[src/rtl/ddr_test_seq_ctrl_if.sv]
// Engine-side handshake bundle of the DDR traffic sequencer.
// The master side is the sequencer; the slave side is the set of per-channel init/wr/rd engines.
interface ddr_test_seq_ctrl_if #(
  parameter int NUM_CH          = 2,
  parameter int CTRL_ADDR_WIDTH = 28
);
  logic [NUM_CH-1:0]          init_start;
  logic [NUM_CH-1:0]          init_done;
  logic [NUM_CH-1:0]          write_en;
  logic [NUM_CH-1:0]          write_done_p;
  logic [NUM_CH-1:0]          read_en;
  logic [NUM_CH-1:0]          read_done_p;
  logic [CTRL_ADDR_WIDTH-1:0] random_rw_addr;
  logic [3:0]                 random_axi_id;
  logic [3:0]                 random_axi_len;
  logic [2:0]                 active_ch;

  modport master (
    output init_start, write_en, read_en, random_rw_addr, random_axi_id, random_axi_len, active_ch,
    input  init_done, write_done_p, read_done_p
  );
  modport slave (
    input  init_start, write_en, read_en, random_rw_addr, random_axi_id, random_axi_len, active_ch,
    output init_done, write_done_p, read_done_p
  );
endinterface

[src/rtl/ddr_test_seq_ctrl.sv]
// Round-robin DDR traffic sequencer: picks W/R per mode, drives the engines of one channel
// at a time, draws address/id/len from a 64-bit LFSR, and stops on run length, error or watchdog.
module ddr_test_seq_ctrl #(
  parameter int          CTRL_ADDR_WIDTH = 28,
  parameter int          MEM_SPACE_AW    = 18,
  parameter int          ADDR_ALIGN      = 7,
  parameter int          NUM_CH          = 2,
  parameter int          OPCNT_W         = 32,
  parameter int          TIMEOUT_CYC     = 65536,
  parameter logic [63:0] LFSR_SEED       = 64'h1234_5678_9abc_def0
) (
  input  logic               clk,
  input  logic               rst_n,
  input  logic               ddrc_init_done,
  input  logic               test_start,
  input  logic [1:0]         mode,
  input  logic [OPCNT_W-1:0] run_len,
  input  logic               stop_on_err,
  input  logic               err_in,
  ddr_test_seq_ctrl_if.master eng,
  output logic [OPCNT_W-1:0] op_cnt,
  output logic               test_done,
  output logic               test_fail,
  output logic               timeout_err
);
  localparam int WD_W = $clog2(TIMEOUT_CYC) + 1;
  localparam int LA_W = CTRL_ADDR_WIDTH - ADDR_ALIGN;
  localparam logic [CTRL_ADDR_WIDTH-1:0] ADDR_MASK =
    CTRL_ADDR_WIDTH'((65'd1 << MEM_SPACE_AW) - 65'd1);

  typedef enum logic [2:0] {S_IDLE, S_INIT, S_WR, S_RD, S_NEXT, S_DONE, S_FAIL} state_t;

  state_t              state, state_d;
  logic [63:0]         lfsr;
  logic [2:0]          ch;
  logic                alt_w;
  logic [OPCNT_W-1:0]  run_len_q;
  logic [WD_W-1:0]     wd_cnt;
  logic [NUM_CH-1:0]   ch_oh, wr_en_q, rd_en_q;
  logic                start_ok, err_hit, wd_hit, wr_ack, rd_ack, op_wr, in_op, in_wd;
  logic                load, ack, adv, tmo, lfsr_fb;

  assign ch_oh    = NUM_CH'(1) << ch;
  assign start_ok = test_start & ddrc_init_done;
  assign err_hit  = err_in & stop_on_err;
  assign wd_hit   = (wd_cnt == WD_W'(TIMEOUT_CYC - 1));
  assign wr_ack   = |(eng.write_done_p & ch_oh);
  assign rd_ack   = |(eng.read_done_p & ch_oh);
  assign lfsr_fb  = lfsr[63] ^ lfsr[62] ^ lfsr[60] ^ lfsr[59];
  assign in_op    = (state == S_WR) || (state == S_RD);
  assign in_wd    = in_op || (state == S_INIT);

  // Alt mode: alt_w is the phase of the current op, so NEXT proposes its complement.
  always_comb begin
    op_wr = 1'b0;
    unique case (mode)
      2'b00:   op_wr = lfsr[63];
      2'b01:   op_wr = (state == S_NEXT) ? ~alt_w : alt_w;
      2'b10:   op_wr = 1'b1;
      default: op_wr = 1'b0;
    endcase
  end

  always_comb begin
    state_d = state;
    load    = 1'b0;
    ack     = 1'b0;
    adv     = 1'b0;
    tmo     = 1'b0;
    unique case (state)
      S_IDLE, S_DONE, S_FAIL: if (start_ok) begin state_d = S_INIT; load = 1'b1; end
      S_INIT: begin
        if (err_hit)               state_d = S_FAIL;
        else if (&eng.init_done)   state_d = op_wr ? S_WR : S_RD;
        else if (wd_hit) begin     state_d = S_FAIL; tmo = 1'b1; end
      end
      S_WR, S_RD: begin
        if (err_hit)                                          state_d = S_FAIL;
        else if ((state == S_WR) ? wr_ack : rd_ack) begin     state_d = S_NEXT; ack = 1'b1; end
        else if (wd_hit) begin                                state_d = S_FAIL; tmo = 1'b1; end
      end
      S_NEXT: begin
        if (err_hit)                                     state_d = S_FAIL;
        else if (run_len_q != '0 && op_cnt == run_len_q) state_d = S_DONE;
        else begin                                       state_d = op_wr ? S_WR : S_RD; adv = 1'b1; end
      end
      default: state_d = S_IDLE;
    endcase
  end

  always_ff @(posedge clk or negedge rst_n) begin
    if (!rst_n) state <= S_IDLE;
    else        state <= state_d;
  end

  always_ff @(posedge clk or negedge rst_n) begin
    if (!rst_n) begin
      lfsr        <= LFSR_SEED;
      ch          <= '0;
      alt_w       <= 1'b1;
      run_len_q   <= '0;
      op_cnt      <= '0;
      wd_cnt      <= '0;
      wr_en_q     <= '0;
      rd_en_q     <= '0;
      test_done   <= 1'b0;
      test_fail   <= 1'b0;
      timeout_err <= 1'b0;
    end else begin
      if (load) begin
        lfsr        <= LFSR_SEED;
        ch          <= '0;
        alt_w       <= 1'b1;
        run_len_q   <= run_len;
        op_cnt      <= '0;
        test_done   <= 1'b0;
        test_fail   <= 1'b0;
        timeout_err <= 1'b0;
      end
      if (ack) begin
        op_cnt <= op_cnt + 1'b1;
        lfsr   <= {lfsr[62:0], lfsr_fb};
      end
      if (adv) begin
        ch    <= (ch == 3'(NUM_CH - 1)) ? 3'd0 : ch + 3'd1;
        alt_w <= ~alt_w;
      end
      if (state_d == S_DONE && state != S_DONE) test_done <= 1'b1;
      if (state_d == S_FAIL && state != S_FAIL) begin
        test_fail   <= 1'b1;
        timeout_err <= tmo;
      end
      if (state_d != state && state_d inside {S_INIT, S_WR, S_RD}) wd_cnt <= '0;
      else if (in_wd)                                               wd_cnt <= wd_cnt + 1'b1;
      // Enables rise one cycle after entry and drop on the edge that leaves the op state.
      wr_en_q <= (state == S_WR && state_d == S_WR) ? ch_oh : '0;
      rd_en_q <= (state == S_RD && state_d == S_RD) ? ch_oh : '0;
    end
  end

  assign eng.init_start     = {NUM_CH{state == S_INIT}};
  assign eng.write_en       = wr_en_q;
  assign eng.read_en        = rd_en_q;
  assign eng.active_ch      = ch;
  assign eng.random_rw_addr = in_op ? ({lfsr[LA_W-1:0], {ADDR_ALIGN{1'b0}}} & ADDR_MASK) : '0;
  assign eng.random_axi_id  = in_op ? lfsr[43:40] : 4'd0;
  assign eng.random_axi_len = in_op ? lfsr[47:44] : 4'd0;
endmodule
[src/flat_wrapper.sv]
// flat-port wrapper written by rule: the top's interface ports become plain ports
module ddr_test_seq_ctrl_flat 
#(
  parameter int          CTRL_ADDR_WIDTH = 28,
  parameter int          MEM_SPACE_AW    = 18,
  parameter int          ADDR_ALIGN      = 7,
  parameter int          NUM_CH          = 2,
  parameter int          OPCNT_W         = 32,
  parameter int          TIMEOUT_CYC     = 65536,
  parameter logic [63:0] LFSR_SEED       = 64'h1234_5678_9abc_def0
)
  (clk, rst_n, ddrc_init_done, test_start, mode, run_len, stop_on_err, err_in, op_cnt, test_done, test_fail, timeout_err, eng_init_start, eng_write_en, eng_read_en, eng_random_rw_addr, eng_random_axi_id, eng_random_axi_len, eng_active_ch, eng_init_done, eng_write_done_p, eng_read_done_p);
  ddr_test_seq_ctrl_if #(.NUM_CH(NUM_CH), .CTRL_ADDR_WIDTH(CTRL_ADDR_WIDTH)) eng_i ();
  input  logic clk;
  input  logic rst_n;
  input  logic ddrc_init_done;
  input  logic test_start;
  input  logic [1:0] mode;
  input  logic [OPCNT_W-1:0] run_len;
  input  logic stop_on_err;
  input  logic err_in;
  output logic [OPCNT_W-1:0] op_cnt;
  output logic test_done;
  output logic test_fail;
  output logic timeout_err;
  output wire logic [$bits(eng_i.init_start)-1:0] eng_init_start;
  output wire logic [$bits(eng_i.write_en)-1:0] eng_write_en;
  output wire logic [$bits(eng_i.read_en)-1:0] eng_read_en;
  output wire logic [$bits(eng_i.random_rw_addr)-1:0] eng_random_rw_addr;
  output wire logic [$bits(eng_i.random_axi_id)-1:0] eng_random_axi_id;
  output wire logic [$bits(eng_i.random_axi_len)-1:0] eng_random_axi_len;
  output wire logic [$bits(eng_i.active_ch)-1:0] eng_active_ch;
  input wire logic [$bits(eng_i.init_done)-1:0] eng_init_done;
  input wire logic [$bits(eng_i.write_done_p)-1:0] eng_write_done_p;
  input wire logic [$bits(eng_i.read_done_p)-1:0] eng_read_done_p;
  assign eng_init_start = eng_i.init_start;
  assign eng_write_en = eng_i.write_en;
  assign eng_read_en = eng_i.read_en;
  assign eng_random_rw_addr = eng_i.random_rw_addr;
  assign eng_random_axi_id = eng_i.random_axi_id;
  assign eng_random_axi_len = eng_i.random_axi_len;
  assign eng_active_ch = eng_i.active_ch;
  assign eng_i.init_done = eng_init_done;
  assign eng_i.write_done_p = eng_write_done_p;
  assign eng_i.read_done_p = eng_read_done_p;
  ddr_test_seq_ctrl #(.CTRL_ADDR_WIDTH(CTRL_ADDR_WIDTH), .MEM_SPACE_AW(MEM_SPACE_AW), .ADDR_ALIGN(ADDR_ALIGN), .NUM_CH(NUM_CH), .OPCNT_W(OPCNT_W), .TIMEOUT_CYC(TIMEOUT_CYC), .LFSR_SEED(LFSR_SEED)) u_core (.clk(clk), .rst_n(rst_n), .ddrc_init_done(ddrc_init_done), .test_start(test_start), .mode(mode), .run_len(run_len), .stop_on_err(stop_on_err), .err_in(err_in), .eng(eng_i), .op_cnt(op_cnt), .test_done(test_done), .test_fail(test_fail), .timeout_err(timeout_err));
endmodule
[config.mk]
export PLATFORM = sky130hd
export DESIGN_NAME = ddr_test_seq_ctrl_flat
export DESIGN_NICKNAME = d
export VERILOG_FILES = /design/src/rtl/ddr_test_seq_ctrl_if.sv /design/src/rtl/ddr_test_seq_ctrl.sv /design/src/flat_wrapper.sv
export SDC_FILE = /design/constraint.sdc
export NUM_CORES = 1
export LEC_CHECK = 0
export ABC_AREA = 1
export CORE_AREA = 2 2 134 162
export DETAILED_ROUTE_END_ITERATION = 6
export DIE_AREA = 0 0 136 164
export SLEW_MARGIN = 5
export SYNTH_ARGS = -nofsm -noshare
export SYNTH_HDL_FRONTEND = slang
export SYNTH_SLANG_ARGS = --single-unit
[constraint.sdc]
create_clock -name clk -period 5.07 [get_ports clk]
set_clock_uncertainty 0.15 [all_clocks]
set_input_delay 0.7605 -clock clk [delete_from_list [all_inputs] [get_ports clk]]
set_output_delay 0.7605 -clock clk [all_outputs]
set_load 0.05 [all_outputs]
* Word level (Yosys, flattened, before mapping)
Cells that the tools add are included.
W data, S select, Z words.
** Word-level totals
- Bits in registers :: 159
- Bits in latches :: 0
- RAM bits :: 0
- Bits in read-only memories :: 0
- Input bits :: 46
- Output and inout bits :: 80
- Logic and storage cells :: 112
- Memories :: 0
** Operators by class
- Add/sub/neg operators :: 3
- Multipliers :: 0
- Divide/modulo/power cells :: 0
- $lt $le $gt $ge :: 0
- Eq/ne operators :: 19
- Shifts and indexed selects :: 1
- Muxes and demuxes :: 47
- Bitwise gates (word level) :: 8
- Reduce and logical (&&, ||, !) cells :: 22
** Operators with widths (count)
- $mux W64 :: 2
- $mux W32 :: 2
- $mux W17 :: 2
- $mux W3 :: 11
- $add A32 B1 Y32 const B :: 1
- $eq A32 B32 Y1 :: 1
- $reduce_bool A32 Y1 :: 1
- $mux W1 :: 22
- $mux W18 :: 1
- $add A17 B1 Y17 const B :: 1
- $eq A17 B16 Y1 const B :: 1
- $eq A3 B3 Y1 const B :: 5
- $eq A3 B2 Y1 const B :: 4
- $pmux W3 S4 :: 1
- $reduce_bool A2 Y1 :: 5
- $eq A3 B1 Y1 const B :: 3
- $mux W4 :: 2
- $logic_and A1 B1 Y1 :: 6
- $ne A3 B3 Y1 const B :: 2
- $reduce_or A2 Y1 :: 3
- $and A2 B2 Y2 :: 2
- $mux W2 :: 2
- $add A3 B1 Y3 const B :: 1
- $logic_not A3 Y1 :: 1
- other kinds (14) :: 18

* Longest topological paths before layout
Gate-level depths: netlist of run 1.
- Depth after elaboration :: 11
- Gate-level depth with buffers :: 17
- Depth with buffers taken out :: 17

* Worst setup path before layout of run 1
Ideal clock, no wire load.
- Kind :: reg2reg
- From :: reg u_core.op_cnt[0]
- To :: reg u_core.op_cnt[30]
- Library setup time :: 0.153 ns
- Arrival :: 2.192 ns
- Required time :: 4.767 ns
- Setup slack :: 2.575 ns
- Cell stages (with the launch flop) :: 14
- Path buffers :: 0
- Period minus slack after synthesis :: 2.495 ns
- Cells stage by stage :: dfrtp_1 -> ha_1 -> nand2_1 -> inv_1 -> nand2_1 -> nor2_1 -> nand4_1 -> nor2_2 -> inv_1 -> nor2_2 -> nand2_1 -> nor2_1 -> nand3_1 -> mux2i_1
** On the way
- Longest elaborated chain between the ends :: 2
** Ends and longest elaborated chain
- start: declaration :: line ddr_test_seq_ctrl.sv:21 : output logic [OPCNT_W-1:0] op_cnt,
- start signal: assignment :: line ddr_test_seq_ctrl.sv:121 : op_cnt <= op_cnt + 1'b1;
- $add A32 B1 Y32 :: line ddr_test_seq_ctrl.sv:121
- $mux W32 :: line ddr_test_seq_ctrl.sv:120 : if (ack) begin
No other way between the ends.
A chain may end at the register's enable or synchronous reset.

* Worst setup path in the final report of run 1
- From :: reg u_core.state[2]
- To :: out eng_random_axi_id[1]
** On the way
- Longest elaborated chain between the ends :: 3
- Elaborated cells between the ends (all ways) :: 4
- Those cells by class :: eq/ne (2); mux (1); reduce/logical (1)
** Ends and longest elaborated chain
- start: declaration :: line ddr_test_seq_ctrl.sv:33 : state_t state, state_d;
- start signal: assignment :: line ddr_test_seq_ctrl.sv:93 : else state <= state_d;
- $eq A3 B2 Y1 :: line ddr_test_seq_ctrl.sv:50 : assign in_op = (state == S_WR) || (state == S_RD);
- $logic_or A1 B1 Y1 * :: line ddr_test_seq_ctrl.sv:50
- $mux W4 * :: line ddr_test_seq_ctrl.sv:146 : assign eng.random_axi_id = in_op ? lfsr[43:40] : 4'd0;
- end: declaration :: line flat_wrapper.sv:30 : output wire logic [$bits(eng_i.random_axi_id)-1:0] eng_random_axi_id;
Every way passes the cells marked *; elsewhere a longest branch is shown, timed or not.

==> results of run 1 <==
## power by group
part	total [mW]	leakage, nW	switching (mW)	internal (mW)
Clock	1.33	0.300	0.614	0.713
Combinational	2.46	2.34	1.69	0.772
Sequential	1.98	2.01	0.241	1.73
## per-stage QoR
| stage | std cells | worst slack (ns) | util (%) | power, mW |
|---|---|---|---|---|
| 3_5_place_dp | 1375 | 1.48 | 45.5 | 4.48 |
| 2_1_floorplan | 1040 | 2.58 | - | 3.83 |
| 4_1_cts | 1407 | 1.68 | 48.4 | 5.82 |
| 6_report | 1407 | 1.74 | 48.4 | 5.77 |
| 3_3_place_gp | 1375 | 1.52 | 45.5 | 4.44 |
| 5_1_grt | 1407 | 1.46 | 48.4 | 6.18 |
## synth_stat cells, drive strengths merged, types with 2 or more instances
cell	count
nand4	16
o21ai	37
ha	3
nor4	7
mux2i	3
nand2	260
dfrtp	126
dfstp	33
clkbuf	11
a31oi	5
a22oi	36
nor2	120
or2	2
xor2	11
a21oi	49
o22ai	33
inv	159
xnor2	20
buf	39
nor3	13
nand3	33
## kinds of logic (layout without fill, tap and decap cells)
family | after synthesis | in the layout | synth area share (%)
adders and majority gates | 3 | 3 | 0.457
xor gates and xnor gates | 31 | 31 | 3.31
and+or+nand+nor | 453 | 453 | 23.4
other | 1 | 17 | 0.0457
buffers and inverters | 209 | 306 | 10.9
muxes | 3 | 3 | 0.366
DFF | 159 | 159 | 49.0
AOI/OAI and AO/OA | 165 | 165 | 12.5
## cell type report
class	count	area, µm²
Clock buffer	17	425
Clock inverter	15	183
Fill cell	2072	10700
Inverter	159	597
Multi-Input combinational cell	672	3360
Sequential cell	159	4020
Tap cell	270	338
Timing Repair Buffer	115	1130
## critical path: cells and delay by family, from the launching register on
family	cells	cell delay [ns]
and+or+nand+nor	2	0.55
buffers and inverters	2	0.97
DFF	1	0.46
## routing by layer
| layer | share of wire [%] | global-route usage, % | vias to the layer above |
|---|---|---|---|
| li1 | - | - | 3432 |
| met1 | 44 | 24.6 | 3213 |
| met2 | 49 | 32.0 | 156 |
| met3 | 4.1 | 3.89 | 30 |
| met4 | 2.3 | 6.72 | 0 |
| met5 | 0 | 0 | - |
## final timing paths
kind / start / to / slack [ns] / depth (start not counted)
min in group clk: u_core.lfsr[23]$_DFFE_PN1P_ / u_core.lfsr[23]$_DFFE_PN1P_ / 0.34 / 2
max: u_core.state[2]$_DFF_PN0_ / eng_random_axi_id[1] / 1.74 / 4
min: rst_n / u_core.op_cnt[25]$_DFFE_PN0P_ / 0.26 / 1
min reg2reg: u_core.lfsr[23]$_DFFE_PN1P_ / u_core.lfsr[23]$_DFFE_PN1P_ / 0.34 / 2
max in group asynchronous: rst_n / u_core.lfsr[6]$_DFFE_PN1P_ / 3.50 / 2
max reg2reg: u_core.state[2]$_DFF_PN0_ / u_core.op_cnt[1]$_DFFE_PN0P_ / 1.77 / 11
## sequential cells by signal (all words and copies together) (netlist names)
register / cells
u_core.test_done: 1
u_core.lfsr: 64
u_core.eng.read_en: 2
u_core.run_len_q: 32
u_core.op_cnt: 32
u_core.timeout_err: 1
u_core.alt_w: 1
u_core.eng.active_ch: 3
u_core.state: 3
u_core.eng.write_en: 2
u_core.wd_cnt: 17
u_core.test_fail: 1
==> flow_metrics.env, run 1 <==
export IMPL_status="finished, final reports clean"
export IMPL_async_flop_share_pct=100
export IMPL_cts_tree="done"
export IMPL_die_w_um=136
export IMPL_holdBufCountCts=0
export IMPL_clock_latency_ns=0.44
export IMPL_synthFlopType="dfrtp_1"
export IMPL_synth_cell_types=42
export IMPL_drv_cap=0
export IMPL_core_um2=20800
export IMPL_crit_path_end_kind="primary output"
export IMPL_grt_usage_pct=19.1
export IMPL_drt_iter0_markers=433
export IMPL_num_io_pins=126
export IMPL_numCtsBuffers=17
export IMPL_crit_required_ns=4.16
export IMPL_route_detailed_drc=0
export IMPL_wl_per_cell_um=14.6
export IMPL_avgSynthCellArea_um2=8.01
export IMPL_wirelength_um=20500
export IMPL_clkSinkCount=159
export IMPL_drive_above_1_share_pct=9.76
export IMPL_peakVddDrop_uv=281
export IMPL_port_buffers=108
export IMPL_die_area_um2=22300
export IMPL_final_max_slew_viol_count=0
export IMPL_power_density_nw_per_um2=573
export IMPL_arrival_ns=2.42
export IMPL_ys_warn_count=0
export IMPL_initial_core_util_pct=39.5
export IMPL_whs_ns=0.262
export IMPL_rows=58
export IMPL_grt_max_degree=98
export IMPL_fin_setup_tns_ns=0
export IMPL_nets=1173
export IMPL_synthTopCellsByArea="dfrtp_1 (38%), nand2_1 (12%), dfstp_2 (11%)"
export IMPL_first_pass_iters=5
export IMPL_die_h_um=164
export IMPL_ctsRootBufferMaster="clkbuf_16"
export IMPL_worstMarginPinSlew_ns=0.909
export IMPL_hold_class="in -> async"
export IMPL_cp_cell_sequence="inv_2 > nand2_2 > nor2_1 > clkdlybuf4s50_1"
export IMPL_diodes=0
export IMPL_finalCritPeriodShare_pct=65.7
export IMPL_grt_pass1_vias=6728
export IMPL_place_area_um2=9450
export IMPL_critPathMaxFanout=24
export IMPL_hold_violations=0
export IMPL_fin_crit_ns=3.33
export IMPL_p_leak_nw=4.65
export IMPL_path_class="reg -> out"
export IMPL_cts_max_path_buffers=2
export IMPL_antenna_found_initial=0
export IMPL_final_common_cell="nand2_1"
export IMPL_final_cell_mix="nand2_1 (259), inv_1 (153), dfrtp_1 (126), nor2_1 (113), clkdlybuf4s50_1 (107)"
export IMPL_h_tree_depth=4
export IMPL_ys_seq_area_share_pct=49.0
export IMPL_max_stage_delay_ns=0.85
export IMPL_vias_per_cell=4.86
export IMPL_vias=6831
export IMPL_antenna_left=0
export IMPL_setup_viol=0
export IMPL_dp_hpwl_um=14500
export IMPL_synth_top_area_cell="dfrtp_1"
export IMPL_synth_edff_count=0
export IMPL_routabilityCongestion=0.872
export IMPL_crit_path_start_kind="flip-flop"
export IMPL_slew_limit_headroom_pct=39.4
export IMPL_synthToLayoutAreaGrowth_pct=22.5
export IMPL_final_cell_area_um2=10100
export IMPL_cts_resized_gates=0
export IMPL_crit_path_top_delay_cell="clkdlybuf4s50_1"
export IMPL_synth_top_area_share_pct=38.4
export IMPL_rsz0062_at_grt="no"
export IMPL_clk_pin_slew_ns=0.07
export IMPL_grt_overflow_total=0
export IMPL_synthCells=1024
export IMPL_cts_setup_buffers=0
export IMPL_synth_seq_cells=159
export IMPL_fmax_ghz=0.300
export IMPL_synth_area_um2=8210
export IMPL_grt_pass1_wl_um=33500
No activity file was read; power rests on OpenSTA's default activity.
==> inputs of run 2 (changes only) <==
Clock period 5.07 ns to 3.35 ns, I/O delays scaled along.
==> run 2 against run 1 <==
Net effect:
- cell area rose by 0.37%
- combinational power rose by 54%
- cell count rose by 0.36%
- sequential share of layout area fell by 0.15 points
- utilization rose by 0.18 points
- clock-buffer cell count rose by 3
- critical endpoint is now eng_init_start[1]
==> flow_metrics.env, run 2 (same netlist as run 1, synthesis figures left out) <==
export IMPL_status="finished, final reports clean"
export IMPL_grt_pass1_wl_um=33700
export IMPL_vias=6797
export IMPL_antenna_left=0
export IMPL_fin_crit_ns=3.03
export IMPL_largest_register="u_core.lfsr"
export IMPL_fillers=2031
export IMPL_clk_pin_slew_ns=0.06
export IMPL_cts_tree="done"
export IMPL_num_io_pins=126
export IMPL_rows=58
export IMPL_seqCellArea_um2=4020
export IMPL_clkSinkCount=159
export IMPL_initial_core_util_pct=39.5
export IMPL_clock_latency_ns=0.43
export IMPL_power_density_nw_per_um2=861
export IMPL_grt_pass1_vias=6660
export IMPL_final_cell_mix="nand2_1 (259), inv_1 (153), dfrtp_1 (126), nor2_1 (113), clkdlybuf4s50_1 (107)"
export IMPL_p_leak_nw=4.67
export IMPL_crit_required_ns=2.70
export IMPL_drt_iter0_markers=501
export IMPL_finalCritPeriodShare_pct=90.4
export IMPL_hold_violations=0
export IMPL_path_class="reg -> out"
export IMPL_final_max_slew_viol_count=0
export IMPL_nets=1178
export IMPL_numCtsBuffers=17
export IMPL_routabilityCongestion=0.893
export IMPL_crit_path_end_kind="primary output"
export IMPL_drv_cap=0
export IMPL_critPathMaxFanout=5
export IMPL_cts_setup_buffers=0
export IMPL_ctsRootBufferMaster="clkbuf_16"
export IMPL_core_um2=20800
export IMPL_final_util_pct=48.6
export IMPL_final_common_cell="nand2_1"
export IMPL_wl_per_cell_um=14.6
export IMPL_worstMarginPinSlew_ns=0.598
export IMPL_drive_above_1_share_pct=9.98
export IMPL_grt_overflow_total=0
export IMPL_largest_reg_flops=64
export IMPL_setup_viol=0
export IMPL_die_h_um=164
export IMPL_reg_top3="u_core.lfsr: 64 flops, u_core.op_cnt: 32 flops, u_core.run_len_q: 32 flops"
export IMPL_cts_max_path_buffers=2
export IMPL_crit_path_start_kind="flip-flop"
export IMPL_diodes=0
export IMPL_die_area_um2=22300
export IMPL_holdBufCountCts=1
export IMPL_hold_class="reg -> reg"
export IMPL_synthToLayoutAreaGrowth_pct=23.0
export IMPL_first_pass_iters=5
export IMPL_cts_resized_gates=0
export IMPL_wirelength_um=20600
export IMPL_die_w_um=136
export IMPL_p_total_mw=8.68
export IMPL_fmax_ghz=0.330
export IMPL_multi_input_area_um2=3360
export IMPL_slew_limit_headroom_pct=60.1
export IMPL_peakVddDrop_uv=450
export IMPL_antenna_found_initial=0
export IMPL_port_buffers=108
export IMPL_h_tree_depth=4
export IMPL_dp_hpwl_um=14500
export IMPL_arrival_ns=2.38
export IMPL_route_detailed_drc=0
export IMPL_fin_setup_tns_ns=0
export IMPL_vias_per_cell=4.81
export IMPL_grt_max_degree=80
export IMPL_rsz0062_at_grt="no"
export IMPL_grt_usage_pct=19.4
## run 2: report_power, final
group / internal, mW / leakage, nW / switching, mW
clock: 1.05 / 0.288 / 0.861
sequential: 2.62 / 2.01 / 0.358
combinational: 1.21 / 2.37 / 2.58
## run 2: layout make-up
class | count | area share (%)
sequential | 159 | 39.8
clock buffer | 20 | 4.64
inverter | 159 | 5.91
timing repair buffer | 120 | 11.9
multi-input combinational | 672 | 33.3
clock inverter | 12 | 1.12
tap | 270 | 3.35
## run 2: final timing paths
path / cells after the start / startpoint / slack, ns / endpoint
max: 5 / u_core.state[0]$_DFF_PN0_ / 0.32 / eng_init_start[1]
min: 2 / u_core.lfsr[28]$_DFFE_PN1P_ / 0.34 / u_core.lfsr[28]$_DFFE_PN1P_
max reg2reg: 12 / u_core.wd_cnt[0]$_DFFE_PN0P_ / 0.60 / u_core.wd_cnt[6]$_DFFE_PN0P_
min reg2reg: 2 / u_core.lfsr[28]$_DFFE_PN1P_ / 0.34 / u_core.lfsr[28]$_DFFE_PN1P_
max in group asynchronous: 3 / rst_n / 1.72 / u_core.op_cnt[10]$_DFFE_PN0P_
min in group asynchronous: 2 / rst_n / 0.41 / u_core.op_cnt[28]$_DFFE_PN0P_
## run 2: through the flow
stage	setup slack [ns]	hold WS (ns)	area [µm²]	instances
final	0.322	0.335	10100	1412
after CTS	0.325	0.340	10100	1412
after detailed placement	0.549	0.289	9500	1379
after global routing	0.177	0.358	10100	1412
after floorplan	0.855	0.0569	8270	1040
after global placement	0.642	0.284	9500	1379
## run 2: per-layer routing
metal	wire (µm)	vias up	track usage [%]
met4	361	0	6.20
li1	-	3449	-
met5	0	-	0
met2	10300	136	32.9
met1	9070	3187	24.8
met3	843	25	3.77
## run 2: worst max-delay path: stages (launching register included)
cell and delay [ns]:
dfrtp_1 0.44, inv_1 0.14, nor2_1 0.21, nand2_1 0.18, inv_1 0.16, clkdlybuf4s50_1 0.82
